`config.mk`:
```
export PLATFORM = sky130hd
export DESIGN_NAME = tagger_timebase_flat
export DESIGN_NICKNAME = d
export VERILOG_FILES = /design/src/rtl/tagger_pkg.sv /design/src/rtl/tagger_timebase_if.sv /design/src/rtl/tagger_snapshot_slot.sv /design/src/rtl/tagger_timebase.sv /design/src/flat_wrapper.sv
export SDC_FILE = /design/constraint.sdc
export NUM_CORES = 1
export LEC_CHECK = 0
export CORE_MARGIN = 2
export CORE_UTILIZATION = 54
export CTS_CLUSTER_DIAMETER = 100
export DETAILED_ROUTE_END_ITERATION = 6
export PLACE_DENSITY = 0.83
export SLEW_MARGIN = 25
export SYNTH_ARGS = -nofsm -noshare
export SYNTH_HDL_FRONTEND = slang
export SYNTH_HIERARCHICAL = 1
export SYNTH_SLANG_ARGS = --single-unit
```
`constraint.sdc`:
```
create_clock -name clk -period 3.9 [get_ports clk]
set_input_delay 0.78 -clock clk [delete_from_list [all_inputs] [get_ports clk]]
set_output_delay 0.78 -clock clk [all_outputs]
set_load 0.01 [all_outputs]
```
`src/rtl/tagger_pkg.sv`:
```
// Shared constants, snapshot-slot state type and snapshot word width helper for the tagger core.
package tagger_pkg;

  localparam int unsigned TAGGER_WIDTH_DEFAULT       = 16;
  localparam int unsigned TAGGER_EPOCH_WIDTH_DEFAULT = 32;

  typedef enum logic {
    SLOT_EMPTY = 1'b0,
    SLOT_FULL  = 1'b1
  } slot_state_t;

  // Snapshot word is {epoch, counter}.
  function automatic int unsigned snap_width(input int unsigned width,
                                             input int unsigned epoch_width);
    return epoch_width + width;
  endfunction

endpackage

```
`src/rtl/tagger_timebase_if.sv`:
```
// Control, count and snapshot signals of the tagger timebase.
interface tagger_timebase_if
  import tagger_pkg::*;
#(
  parameter int unsigned WIDTH       = TAGGER_WIDTH_DEFAULT,
  parameter int unsigned EPOCH_WIDTH = TAGGER_EPOCH_WIDTH_DEFAULT
) ();

  localparam int unsigned SNAP_W = snap_width(WIDTH, EPOCH_WIDTH);

  logic                   enable;
  logic                   sync_clear;
  logic [WIDTH-1:0]       counter;
  logic                   rollover;
  logic [EPOCH_WIDTH-1:0] epoch;
  logic                   epoch_overflow;
  logic                   snap_req;
  logic                   snap_valid;
  logic                   snap_ready;
  logic [SNAP_W-1:0]      snap_time;
  logic                   snap_lost;

  modport master (
    output enable, sync_clear, snap_req, snap_ready,
    input  counter, rollover, epoch, epoch_overflow, snap_valid, snap_time, snap_lost
  );

  modport slave (
    input  enable, sync_clear, snap_req, snap_ready,
    output counter, rollover, epoch, epoch_overflow, snap_valid, snap_time, snap_lost
  );

endinterface

```
`src/rtl/tagger_snapshot_slot.sv`:
```
// One-deep valid/ready holding register; a load arriving while full and not draining is dropped and flagged.
module tagger_snapshot_slot
  import tagger_pkg::*;
#(
  parameter int unsigned DATA_W = 8
) (
  input  logic              clk,
  input  logic              rst_n,
  input  logic              i_load,
  input  logic [DATA_W-1:0] i_data,
  input  logic              i_ready,
  output logic              o_valid,
  output logic [DATA_W-1:0] o_data,
  output logic              o_lost
);

  slot_state_t       r_state;
  slot_state_t       w_state_nxt;
  logic [DATA_W-1:0] r_data;
  logic [DATA_W-1:0] w_data_nxt;
  logic              r_lost;
  logic              w_lost_nxt;

  always_ff @(posedge clk or negedge rst_n) begin
    if (!rst_n) begin
      r_state <= SLOT_EMPTY;
      r_data  <= '0;
      r_lost  <= 1'b0;
    end else begin
      r_state <= w_state_nxt;
      r_data  <= w_data_nxt;
      r_lost  <= w_lost_nxt;
    end
  end

  // A full slot being drained this edge can take a new load in the same edge.
  always_comb begin
    w_state_nxt = r_state;
    w_data_nxt  = r_data;
    w_lost_nxt  = 1'b0;
    case (r_state)
      SLOT_EMPTY: begin
        if (i_load) begin
          w_state_nxt = SLOT_FULL;
          w_data_nxt  = i_data;
        end
      end
      SLOT_FULL: begin
        if (i_load) begin
          if (i_ready) begin
            w_data_nxt = i_data;
          end else begin
            w_lost_nxt = 1'b1;
          end
        end else if (i_ready) begin
          w_state_nxt = SLOT_EMPTY;
        end
      end
    endcase
  end

  assign o_valid = (r_state == SLOT_FULL);
  assign o_data  = r_data;
  assign o_lost  = r_lost;

endmodule

```
`src/rtl/tagger_timebase.sv`:
```
// Free-running fine counter extended by an epoch counter, with sticky epoch overflow and a snapshot port.
module tagger_timebase
  import tagger_pkg::*;
#(
  parameter int unsigned WIDTH       = TAGGER_WIDTH_DEFAULT,
  parameter int unsigned EPOCH_WIDTH = TAGGER_EPOCH_WIDTH_DEFAULT
) (
  input  logic             clk,
  input  logic             rst_n,
  tagger_timebase_if.slave bus
);

  localparam int unsigned SNAP_W = snap_width(WIDTH, EPOCH_WIDTH);

  logic [WIDTH-1:0]       r_counter;
  logic [EPOCH_WIDTH-1:0] r_epoch;
  logic                   r_rollover;
  logic                   r_epoch_overflow;

  logic                   w_wrap;
  logic                   w_epoch_wrap;
  logic [SNAP_W-1:0]      w_capture;
  logic                   w_snap_valid;
  logic [SNAP_W-1:0]      w_snap_time;
  logic                   w_snap_lost;

  assign w_wrap       = bus.enable && (r_counter == '1);
  assign w_epoch_wrap = w_wrap && (r_epoch == '1);

  // Clear wins over counting; rollover marks only a 0 reached by wrapping.
  always_ff @(posedge clk or negedge rst_n) begin
    if (!rst_n) begin
      r_counter        <= '0;
      r_epoch          <= '0;
      r_rollover       <= 1'b0;
      r_epoch_overflow <= 1'b0;
    end else if (bus.sync_clear) begin
      r_counter        <= '0;
      r_epoch          <= '0;
      r_rollover       <= 1'b0;
      r_epoch_overflow <= 1'b0;
    end else if (bus.enable) begin
      r_counter  <= r_counter + WIDTH'(1);
      r_rollover <= w_wrap;
      if (w_wrap) begin
        r_epoch <= r_epoch + EPOCH_WIDTH'(1);
      end
      if (w_epoch_wrap) begin
        r_epoch_overflow <= 1'b1;
      end
    end else begin
      r_rollover <= 1'b0;
    end
  end

  // Capture the currently visible (pre-increment, pre-clear) timestamp.
  assign w_capture = {r_epoch, r_counter};

  tagger_snapshot_slot #(
    .DATA_W (SNAP_W)
  ) u_snap_slot (
    .clk     (clk),
    .rst_n   (rst_n),
    .i_load  (bus.snap_req),
    .i_data  (w_capture),
    .i_ready (bus.snap_ready),
    .o_valid (w_snap_valid),
    .o_data  (w_snap_time),
    .o_lost  (w_snap_lost)
  );

  assign bus.counter        = r_counter;
  assign bus.epoch          = r_epoch;
  assign bus.rollover       = r_rollover;
  assign bus.epoch_overflow = r_epoch_overflow;
  assign bus.snap_valid     = w_snap_valid;
  assign bus.snap_time      = w_snap_time;
  assign bus.snap_lost      = w_snap_lost;

endmodule

```
`src/flat_wrapper.sv`:
```
// flat-port wrapper written by rule: the top's interface ports become plain ports
module tagger_timebase_flat import tagger_pkg::*;
#(
  parameter int unsigned WIDTH       = TAGGER_WIDTH_DEFAULT,
  parameter int unsigned EPOCH_WIDTH = TAGGER_EPOCH_WIDTH_DEFAULT
)
  (clk, rst_n, bus_enable, bus_sync_clear, bus_snap_req, bus_snap_ready, bus_counter, bus_rollover, bus_epoch, bus_epoch_overflow, bus_snap_valid, bus_snap_time, bus_snap_lost);
  tagger_timebase_if #(.WIDTH(WIDTH), .EPOCH_WIDTH(EPOCH_WIDTH)) bus_i ();
  input  logic clk;
  input  logic rst_n;
  input wire logic [$bits(bus_i.enable)-1:0] bus_enable;
  input wire logic [$bits(bus_i.sync_clear)-1:0] bus_sync_clear;
  input wire logic [$bits(bus_i.snap_req)-1:0] bus_snap_req;
  input wire logic [$bits(bus_i.snap_ready)-1:0] bus_snap_ready;
  output wire logic [$bits(bus_i.counter)-1:0] bus_counter;
  output wire logic [$bits(bus_i.rollover)-1:0] bus_rollover;
  output wire logic [$bits(bus_i.epoch)-1:0] bus_epoch;
  output wire logic [$bits(bus_i.epoch_overflow)-1:0] bus_epoch_overflow;
  output wire logic [$bits(bus_i.snap_valid)-1:0] bus_snap_valid;
  output wire logic [$bits(bus_i.snap_time)-1:0] bus_snap_time;
  output wire logic [$bits(bus_i.snap_lost)-1:0] bus_snap_lost;
  assign bus_i.enable = bus_enable;
  assign bus_i.sync_clear = bus_sync_clear;
  assign bus_i.snap_req = bus_snap_req;
  assign bus_i.snap_ready = bus_snap_ready;
  assign bus_counter = bus_i.counter;
  assign bus_rollover = bus_i.rollover;
  assign bus_epoch = bus_i.epoch;
  assign bus_epoch_overflow = bus_i.epoch_overflow;
  assign bus_snap_valid = bus_i.snap_valid;
  assign bus_snap_time = bus_i.snap_time;
  assign bus_snap_lost = bus_i.snap_lost;
  tagger_timebase #(.WIDTH(WIDTH), .EPOCH_WIDTH(EPOCH_WIDTH)) u_core (.clk(clk), .rst_n(rst_n), .bus(bus_i));
endmodule
```
### Word-level counts from Yosys, hierarchy flattened

Cells that the tools add are included.

| storage, ports and cells | value |
|---|---|
| flip-flop bits (word level) | 100 |
| output and inout port bits | 100 |
| logic and storage cells | 43 |
| input port bits | 6 |

| cells by class | value |
|---|---|
| $add $sub $neg | 2 |
| bitwise operators | 1 |
| equality and inequality tests | 5 |
| reductions and logical operators | 8 |
| multiplexer cells | 20 |

Operator list:

| operator | count |
|---|---|
| $mux 48 | 3 |
| $mux 32 | 3 |
| $pmux 48 s2 | 1 |
| $add 32x1->32 const B | 1 |
| $eq 32x32->1 const B | 1 |
| $mux 16 | 2 |
| $add 16x1->16 const B | 1 |
| $eq 16x16->1 const B | 1 |
| $mux 1 | 10 |
| $ne 2x2->1 const B | 3 |
| $reduce_bool 2->1 | 3 |
| $reduce_and 2->1 | 2 |
| $reduce_and 3->1 | 1 |
| $logic_and 1x1->1 | 2 |
| $pmux 1 s2 | 1 |
| $not 1->1 | 1 |

### Logic depth before layout (Yosys ltp)

Gate-level depths: netlist (run 1).

| logic depth | value |
|---|---|
| depth after elaboration | 6 |
| mapped depth | 8 |
| mapped depth without buffers | 6 |

### Hierarchy

The synthesis (run 1) kept the hierarchy.

By module, submodules not included:

| module | area each (um^2) | sequential area each (um^2) | instances | cells each |
|---|---|---|---|---|
| tagger_timebase | 2526.2 | 1251.2 | 1 | 266 |
| tagger_snapshot_slot | 1941.9 | 1251.2 | 1 | 108 |

### Worst setup path after synthesis (run 1)

Ideal clock, no wire load.

| timing | value |
|---|---|
| path kind | input to register |
| from | input port bus_enable |
| to | register u_core.r_epoch[30], in the netlist u_core/bus.epoch[30] |
| slack | 1049 ps |
| stages | 7 |
| library setup time | 78 ps |
| path buffers | 2 |
| data required time | 3822 ps |
| arrival time | 2773 ps |
| cells stage by stage | nand4_4 > or4_4 > buf_6 > or4_4 > buf_6 > or4_1 > a21oi_1 |

| on the way | value |
|---|---|
| word-level cells in the longest chain between the ends | 3 |
| elaborated cells between the ends (all ways) | 4 |
| classes of those cells | reduce/logical: 4 |

RTL lines:

| what | RTL line | text |
|---|---|---|
| from (decl) | flat_wrapper.sv:11 | `input wire logic [$bits(bus_i.enable)-1:0] bus_enable;` |
| $logic_and 1x1->1 | tagger_timebase.sv:27 | `assign w_wrap = bus.enable && (r_counter == '1);` |
| $reduce_bool 2->1 (no source line) | n/a |  |
| $reduce_and 2->1 (no source line) * | n/a |  |
| to (signal assigned) | tagger_timebase.sv:46 | `r_epoch <= r_epoch + EPOCH_WIDTH'(1);` |
| to (decl) | tagger_timebase.sv:16 | `logic [EPOCH_WIDTH-1:0] r_epoch;` |

Every way passes the cells marked *; elsewhere a longest branch is shown, timed or not.
A chain may end at the register's enable or synchronous reset.

### Worst setup path after layout (run 1)

Ends and elaborated chain as after synthesis.

==> results of run 1 <==
[synth_stat cells, types with 7 or more instances]
cell type,count
dfrtp_1,100
nor2_1,44
mux2_2,28
mux2_4,20
nand4_1,20
xor2_1,19
nand2_1,16
nand3_1,14
xnor2_1,14
a21oi_1,13
o21ai_0,10
or3_1,10
clkbuf_1,9
and3_1,8
inv_1,7
[final cells by class]
cell class              count  area, sq um
well taps                 105          131
clock buffers              11          141
repair buffers            111         1110
flip-flops and latches    100         2500
multi-input cells         250         1840
clock inverters             4         73.8
inverters                   7         26.3
fillers                   579         2310
[state kept, by name, summed over array words and instances (netlist names)]
register	count
u_core/u_snap_slot/o_data	48
u_core/bus.epoch	32
u_core/bus.counter	16
u_core/bus.epoch_overflow	1
u_core/bus.rollover	1
u_core/u_snap_slot/o_lost	1
u_core/u_snap_slot/o_valid	1
[cells by family (layout without fill, tap and decap cells)]
kind of cell / Yosys count / in the layout / synth area share [%]
and+or+nand+nor: 139 / 139 / 16.8
DFF: 100 / 100 / 56.0
muxes: 49 / 49 / 14.0
xor gates and xnor gates: 33 / 33 / 6.47
AOI/OAI and AO/OA: 27 / 27 / 3.28
buffers and inverters: 24 / 133 / 2.91
adders and majority gates: 2 / 2 / 0.560
[power groups by stage]
stage / Combinational (mW) / Sequential, mW / Clock [mW]
after floorplan: 0.0442 / 1.07 / 0
after global placement: 0.0905 / 1.07 / 0
after detailed placement: 0.0971 / 1.07 / 0
after CTS: 0.0973 / 1.05 / 0.720
after global routing: 0.105 / 1.05 / 0.768
final: 0.0947 / 1.05 / 0.708
[worst paths after layout]
path                                                from                       endpoint  slack [ns]  depth (start not counted)
min reg2reg                u_core/u_snap_slot/o_data[41]  u_core/u_snap_slot/o_data[41]        0.51                          1
min in group clk           u_core/u_snap_slot/o_data[41]  u_core/u_snap_slot/o_data[41]        0.51                          1
min                                                rst_n          u_core/bus.counter[0]        0.37                          1
max                                           bus_enable           u_core/bus.epoch[30]        0.84                          6
max in group asynchronous                          rst_n           u_core/bus.epoch[19]        2.67                          3
max reg2reg                        u_core/bus.counter[0]           u_core/bus.epoch[30]        1.12                          6
[layer usage]
| layer | part of all wire (%) | GRT usage [%] | routed length [um] |
|---|---|---|---|
| met1 | 45 | 30.8 | 4210 |
| met2 | 48 | 34.6 | 4440 |
| met3 | 5.1 | 4.63 | 472 |
| met4 | 1.6 | 7.73 | 152 |
| met5 | 0 | 0 | 0 |
[metrics by stage]
stage | std cells | hold WS [ns]
6_report | 588 | 0.366
3_3_place_gp | 572 | 0.489
3_5_place_dp | 573 | 0.493
2_1_floorplan | 374 | 0.484
5_1_grt | 588 | 0.392
4_1_cts | 588 | 0.378
==> out/metrics.yaml, run 1 <==
grt:
  antenna_found_initial: 0
  gr-usage-all-layers_pct: 22.1
  grt_pass1_vias: 3179
  overflow: 0
  grt_pass1_wl_um: 15500
  grt_max_degree: 55
clock_network:
  cts_post_setup_buffers_inserted: 0
  path_clk_slew_ns: 0.09
  max-clock-path-buffers: 2
  insertion_delay_ns: 0.35
  cts_resized: 0
  htreeDepth: 3
  postCtsHoldBufs: 0
  clkSinkCount: 100
  root_buffer: "clkbuf_8"
  cts_tree: "done"
  cts-buffers-inserted: 9
timing:
  fin_ws_ns: 0.842
  slew_headroom_pct: 39.3
  fin_setup_tns_ns: 0
  period_needed_ns: 3.06
  rsz0062_at_grt: "false"
  tightest_slew_ns: 0.911
  drv_slew: 0
  setup_viol_count_final: 0
  hold_viol: 0
  final.setup_skew_ns: 0.0111
  fmax_mhz: 327
  finalCritPeriodShare_pct: 78.4
power_and_ir_drop:
  clockPowerShare_pct: 38.2
  swShare_pct: 21.3
  p_switching_uw: 394
  peakVddDrop_v: 0.000228
  share_comb_of_total_power_pct: 5.1
  power.density_nw_per_um2: 318
  power.total_mw: 1.85
  sequentialPowerShare_pct: 56.6
  intPower_mw: 1.46
  power_leakage_nw: 2.57
logic_synthesis:
  synth.top_cell.area_share_pct: 56.0
  synth_cell_types: 37
  synth_edf_count: 0
  avgSynthCellArea_sq_um: 11.9
  ys_seq_area_share_pct: 56.0
  synth_area_sq_um: 4470
  async_reset_ff_share_pct: 100
  yosysWarningCount: 6
  synth_flop_cell: "dfrtp_1"
  synth_area_leaders: "dfrtp_1, mux2_2, mux2_4"
  yosys.area.top_type: "dfrtp_1"
  syn-num-nets: 382
  syn_inst: 374
  yosys_register_bits: 100
setup_path:
  crit_fanout: 10
  crit_chain: "clkdlybuf4s50_1 > nand4_4 > or4_4 > or4_4 > or4_1 > a21oi_1"
  crit_family: "simple AND/OR/NAND/NOR gates"
  crit_type: "primary input to flip-flop"
  cpMostUsedCell: "or4_4"
  path_buf_inv: 1
  cp_slowest_stage_delay_ns: 0.63
  worstPathArrival_ns: 3.32
  cp-end-kind: "flip-flop"
  cpMaxStageDelayCell: "or4_4"
  critPathLaunchType: "primary input"
  critPathRequiredTime_ns: 4.17
finish:
  drive_gt1_share_pct: 16.4
  antennaDiodeCount: 0
  stdcell_area_sq_um: 5820
  area_growth_pct: 30.4
  layout_common_cells: "clkdlybuf4s50_1, dfrtp_1, nor2_1"
  layout_commonest_cell: "clkdlybuf4s50_1"
  utilization_pct: 71.6
  nets: 487
drt:
  antenna_left: 0
  first_iter_violations: 129
  vias: 3240
  routed_via_density: 5.51
  routed_wl_um: 9270
  first_pass_iters: 4
  drc_errors: 0
  post_drt_wl_per_cell_um: 15.8
die:
  dieArea_sq_um: 9020
  die_w_um: 95.0
  die_y_um: 95.0
  core_area_sq_um: 8130
  io_pins: 106
  initial_core_util_pct: 54.9
  std_cell_rows: 33
worst_hold_path:
  hold_path_class: "primary input to async pin"
placement:
  dp_slack_ns: 0.491
  dp_hpwl_um: 6560
  io_buffers: 105
  place_congestion: 0.776
  dpl_cell_area_sq_um: 5610
outcome:
  outcome: "finished clean"
job:
  timing.max_cap.violations: 0
Note: power is estimated with default switching activity, not from simulation.
==> inputs of run 2 (changes only) <==
Settings changed: CORE_UTILIZATION 54 to 45, PLACE_DENSITY 0.83 to 0.73.
Clock period 3.9 ns to 2.6 ns, I/O delays scaled along.
==> run 2 against run 1 <==
Total power is 56% higher. Via count is 4.4% higher. Largest cell class unchanged. Combinational power is 47% higher. Sequential power is 50% higher.
==> out/metrics.yaml, run 2 (synthesis results as in run 1) <==
drt:
  vias: 3381
  antenna_left: 0
  first_iter_violations: 188
  routed_wl_um: 10000
  drc_errors: 0
  post_drt_wl_per_cell_um: 15.5
  routed_via_density: 5.23
  first_pass_iters: 4
timing:
  fmax_mhz: 408
  period_needed_ns: 2.45
  fin_setup_tns_ns: 0
  tightest_slew_ns: 0.800
  hold_viol: 0
  setup_viol_count_final: 0
  final.setup_skew_ns: 0.0100
  drv_slew: 0
  slew_headroom_pct: 46.7
  whs_ns: 0.238
  rsz0062_at_grt: "false"
  finalCritPeriodShare_pct: 94.3
  fin_ws_ns: 0.147
finish:
  layout_commonest_cell: "clkdlybuf4s50_1"
  layout_common_cells: "clkdlybuf4s50_1, dfrtp_1, nor2_1"
  instances_no_fill: 646
  antennaDiodeCount: 0
  area_growth_pct: 36.3
  stdcell_area_sq_um: 6090
  largest_reg_flops: 48
  drive_gt1_share_pct: 21.4
  utilization_pct: 62.9
  nets: 516
  nFillCells: 781
die:
  std_cell_rows: 36
  core_area_sq_um: 9680
  dieArea_sq_um: 10700
  die_w_um: 104
  initial_core_util_pct: 46.1
  die_y_um: 104
  io_pins: 106
setup_path:
  critPathLaunchType: "flip-flop"
  crit_type: "flip-flop to flip-flop"
  worstPathArrival_ns: 2.73
  cpMostUsedCell: "or4_1"
  crit_fanout: 6
  crit_family: "simple AND/OR/NAND/NOR gates"
  cpMaxStageDelayCell: "or4_1"
  cp_slowest_stage_delay_ns: 0.62
  critPathRequiredTime_ns: 2.88
  cp-end-kind: "flip-flop"
  path_buf_inv: 0
  crit_chain: "nand4_1 > or4_1 > or4_4 > or4_1 > a21oi_1"
power_and_ir_drop:
  power_leakage_nw: 2.71
  peakVddDrop_v: 0.000340
  power.total_mw: 2.88
  power.density_nw_per_um2: 473
worst_hold_path:
  hold_path_class: "primary input to async pin"
placement:
  place_congestion: 0.826
  placedCellCount: 630
  io_buffers: 105
  dp_slack_ns: -0.164
  dpl_cell_area_sq_um: 5850
  dp_hpwl_um: 7210
clock_network:
  cts_tree: "done"
  path_clk_slew_ns: 0.10
  max-clock-path-buffers: 2
  cts_resized: 0
  htreeDepth: 3
  insertion_delay_ns: 0.36
  root_buffer: "clkbuf_8"
  postCtsHoldBufs: 0
  cts_post_setup_buffers_inserted: 0
  clkSinkCount: 100
  cts-buffers-inserted: 9
grt:
  antenna_found_initial: 0
  grt_pass1_wl_um: 16800
  overflow: 0
  grt_pass1_vias: 3517
  gr-usage-all-layers_pct: 19.1
  grt_max_degree: 64
job:
  timing.max_cap.violations: 0
outcome:
  outcome: "finished clean"
[run 2: cell types whose count changed in the layout (fill, tap and decap cells not counted), sizes merged]
cell,change
inv,+1
clkbuf,-1
bufinv,+1
clkinv,-1
buf,+29
clkinvlp,+1
[run 2: metal layers]
metal	vias to the layer above	GRT usage [%]	routed length, um
li1	1582	-	-
met1	1683	24.3	4420
met2	106	31.8	4910
met3	10	4.34	573
met4	0	7.72	111
met5	-	0	0
[run 2: final cells by class]
type / instances / area (sq um) / area share [%]
Clock inverter: 6 / 111 / 1.83
Tap cell: 133 / 166 / 2.73
Timing Repair Buffer: 140 / 1320 / 21.7
Sequential cell: 100 / 2500 / 41.1
Multi-Input combinational cell: 250 / 1840 / 30.2
Clock buffer: 10 / 128 / 2.10
Inverter: 7 / 26.3 / 0.431
[run 2: where the power goes]
| part | switching [mW] | leakage, nW | internal (mW) | total, mW |
|---|---|---|---|---|
| Clock | 0.528 | 0.117 | 0.642 | 1.17 |
| Sequential | 0.00841 | 1.39 | 1.56 | 1.57 |
| Combinational | 0.0822 | 1.20 | 0.0564 | 0.139 |
[run 2: path summary, 6_finish.rpt]
check	startpoint	endpoint	slack (ns)	depth (start not counted)
max	u_core/bus.epoch[5]	u_core/bus.epoch[30]	0.15	5
min	rst_n	u_core/u_snap_slot/o_data[30]	0.24	1
max reg2reg	u_core/bus.epoch[5]	u_core/bus.epoch[30]	0.15	5
min reg2reg	u_core/u_snap_slot/o_data[45]	u_core/u_snap_slot/o_data[45]	0.51	1
max in group asynchronous	rst_n	u_core/bus.epoch[2]	1.68	2
min in group clk	u_core/u_snap_slot/o_data[45]	u_core/u_snap_slot/o_data[45]	0.51	1
==> inputs of run 3 (changes only) <==
Settings changed: CORE_UTILIZATION 45 to 47, CTS_BUF_LIST set to sky130_fd_sc_hd__clkbuf_8, GPL_ROUTABILITY_DRIVEN set to 0, PLACE_DENSITY 0.73 to 0.76.
==> run 3 against run 2 <==
Via count fell by 2.2%. Core utilization rose by 2.2 points. Sequential cell count did not move. Final cell count fell by 1.4%. Highest routed layer unchanged.
==> out/metrics.yaml, run 3 (synthesis results as in run 1) <==
setup_path:
  critPathRequiredTime_ns: 2.88
  path_buf_inv: 0
  rr_worst_depth: 5
  cpMaxStageDelayCell: "or4_1"
  cpMostUsedCell: "or4_1"
  worstPathArrival_ns: 2.71
  critPathLaunchType: "flip-flop"
  crit_family: "simple AND/OR/NAND/NOR gates"
  r2r_end: "u_core/bus.epoch[30]"
  crit_chain: "nand4_1 > or4_1 > or4_4 > or4_1 > a21oi_1"
  reg2reg_slack_ns: 0.16
  cp-end-kind: "flip-flop"
  r2r_start: "u_core/bus.epoch[5]"
  crit_fanout: 9
  crit_type: "flip-flop to flip-flop"
  cp_slowest_stage_delay_ns: 0.62
timing:
  setup_viol_count_final: 0
  tightest_slew_ns: 0.727
  fmax_mhz: 410
  period_needed_ns: 2.44
  hold_viol: 0
  fin_setup_tns_ns: 0
  rsz0062_at_grt: "false"
  drv_slew: 0
  slew_headroom_pct: 51.6
  whs_ns: 0.151
  finalCritPeriodShare_pct: 93.7
  final.setup_skew_ns: 0.00840
placement:
  io_buffers: 105
  dpl_cell_area_sq_um: 5810
  dp_hpwl_um: 7100
  placedCellCount: 621
drt:
  first_iter_violations: 133
  first_pass_iters: 4
  antenna_left: 0
  routed_wl_um: 10000
  routed_via_density: 5.19
  drc_errors: 0
  post_drt_wl_per_cell_um: 15.8
  vias: 3305
power_and_ir_drop:
  peakVddDrop_v: 0.000253
  power_leakage_nw: 2.67
  power.density_nw_per_um2: 453
worst_hold_path:
  hold_path_class: "primary input to async pin"
grt:
  gr-usage-all-layers_pct: 20.2
  grt_pass1_wl_um: 16300
  overflow: 0
  grt_max_degree: 59
  antenna_found_initial: 0
  grt_pass1_vias: 3340
clock_network:
  htreeDepth: 3
  root_buffer: "clkbuf_8"
  path_clk_slew_ns: 0.09
  postCtsHoldBufs: 0
  cts-buffers-inserted: 9
  max-clock-path-buffers: 2
  cts_resized: 0
  cts_post_setup_buffers_inserted: 0
  clkSinkCount: 100
  cts_tree: "done"
  insertion_delay_ns: 0.36
die:
  die_y_um: 102
  std_cell_rows: 35
  die_w_um: 102
  core_area_sq_um: 9240
  dieArea_sq_um: 10300
  io_pins: 106
  initial_core_util_pct: 48.4
job:
  timing.max_cap.violations: 0
finish:
  stdcell_area_sq_um: 6010
  largest_reg_flops: 48
  nets: 511
  layout_commonest_cell: "clkdlybuf4s50_1"
  layout_common_cells: "clkdlybuf4s50_1, dfrtp_1, nor2_1"
  area_growth_pct: 34.6
  instances_no_fill: 637
  utilization_pct: 65.1
  drive_gt1_share_pct: 20.7
  antennaDiodeCount: 0
outcome:
  outcome: "finished clean"
-- run 3: cell count changes in the layout (fill, tap and decap cells not counted) --
cell	before	now
buf_4	35	30
inv_6	1	0
inv_1	7	8
clkinv_2	1	2
clkbuf_1	1	0
bufinv_16	3	1
clkbuf_8	9	11
-- run 3: worst register-to-register path, stage by stage, from the launching register on --
cell	delay, ns
dfrtp_1	0.36
nand4_1	0.15
or4_1	0.62
or4_4	0.62
or4_1	0.48
a21oi_1	0.13
-- run 3: metal layers --
metal / vias to the layer above / wire, um / track usage, %
met1: 1643 / 4540 / 26.6
met3: 5 / 469 / 5.04
li1: 1570 / - / -
met5: - / 0 / 0
met2: 87 / 4970 / 33.2
met4: 0 / 58 / 6.13
-- run 3: power by group --
group | internal (mW) | switching, mW | total, mW
clock network | 0.492 | 0.517 | 1.01
logic | 0.0556 | 0.0841 | 0.140
registers | 1.56 | 0.00913 | 1.57
total | 2.11 | 0.610 | 2.72
-- run 3: worst max path at each step --
stage	start	end	slack, ns	cells after the start
global placement	bus_enable	u_core/bus.epoch[30]	-0.15	6
CTS	u_core/bus.epoch[5]	u_core/bus.epoch[30]	0.14	5
global route	u_core/bus.epoch[19]	u_core/bus.epoch[30]	0.03	5
floorplan	u_core/bus.epoch[4]	u_core/bus.epoch[30]	0.003	6
detailed placement	bus_enable	u_core/bus.epoch[30]	-0.22	6
finish	u_core/bus.epoch[5]	u_core/bus.epoch[30]	0.16	5
-- run 3: layout make-up --
| cell class | count | area (sq um) |
|---|---|---|
| repair buffers | 135 | 1280 |
| fillers | 720 | 3230 |
| clock buffers | 11 | 151 |
| flip-flops and latches | 100 | 2500 |
| inverters | 7 | 26.3 |
| clock inverters | 5 | 51.3 |
| well taps | 129 | 161 |
| multi-input cells | 250 | 1840 |
-- run 3: stage by stage --
step                setup WS [ns]  power [mW]
detailed placement         -0.216        1.75
floorplan                 0.00305        1.67
CTS                         0.137        2.75
global placement           -0.145        1.74
finish                      0.164        2.72
global route               0.0311        2.83
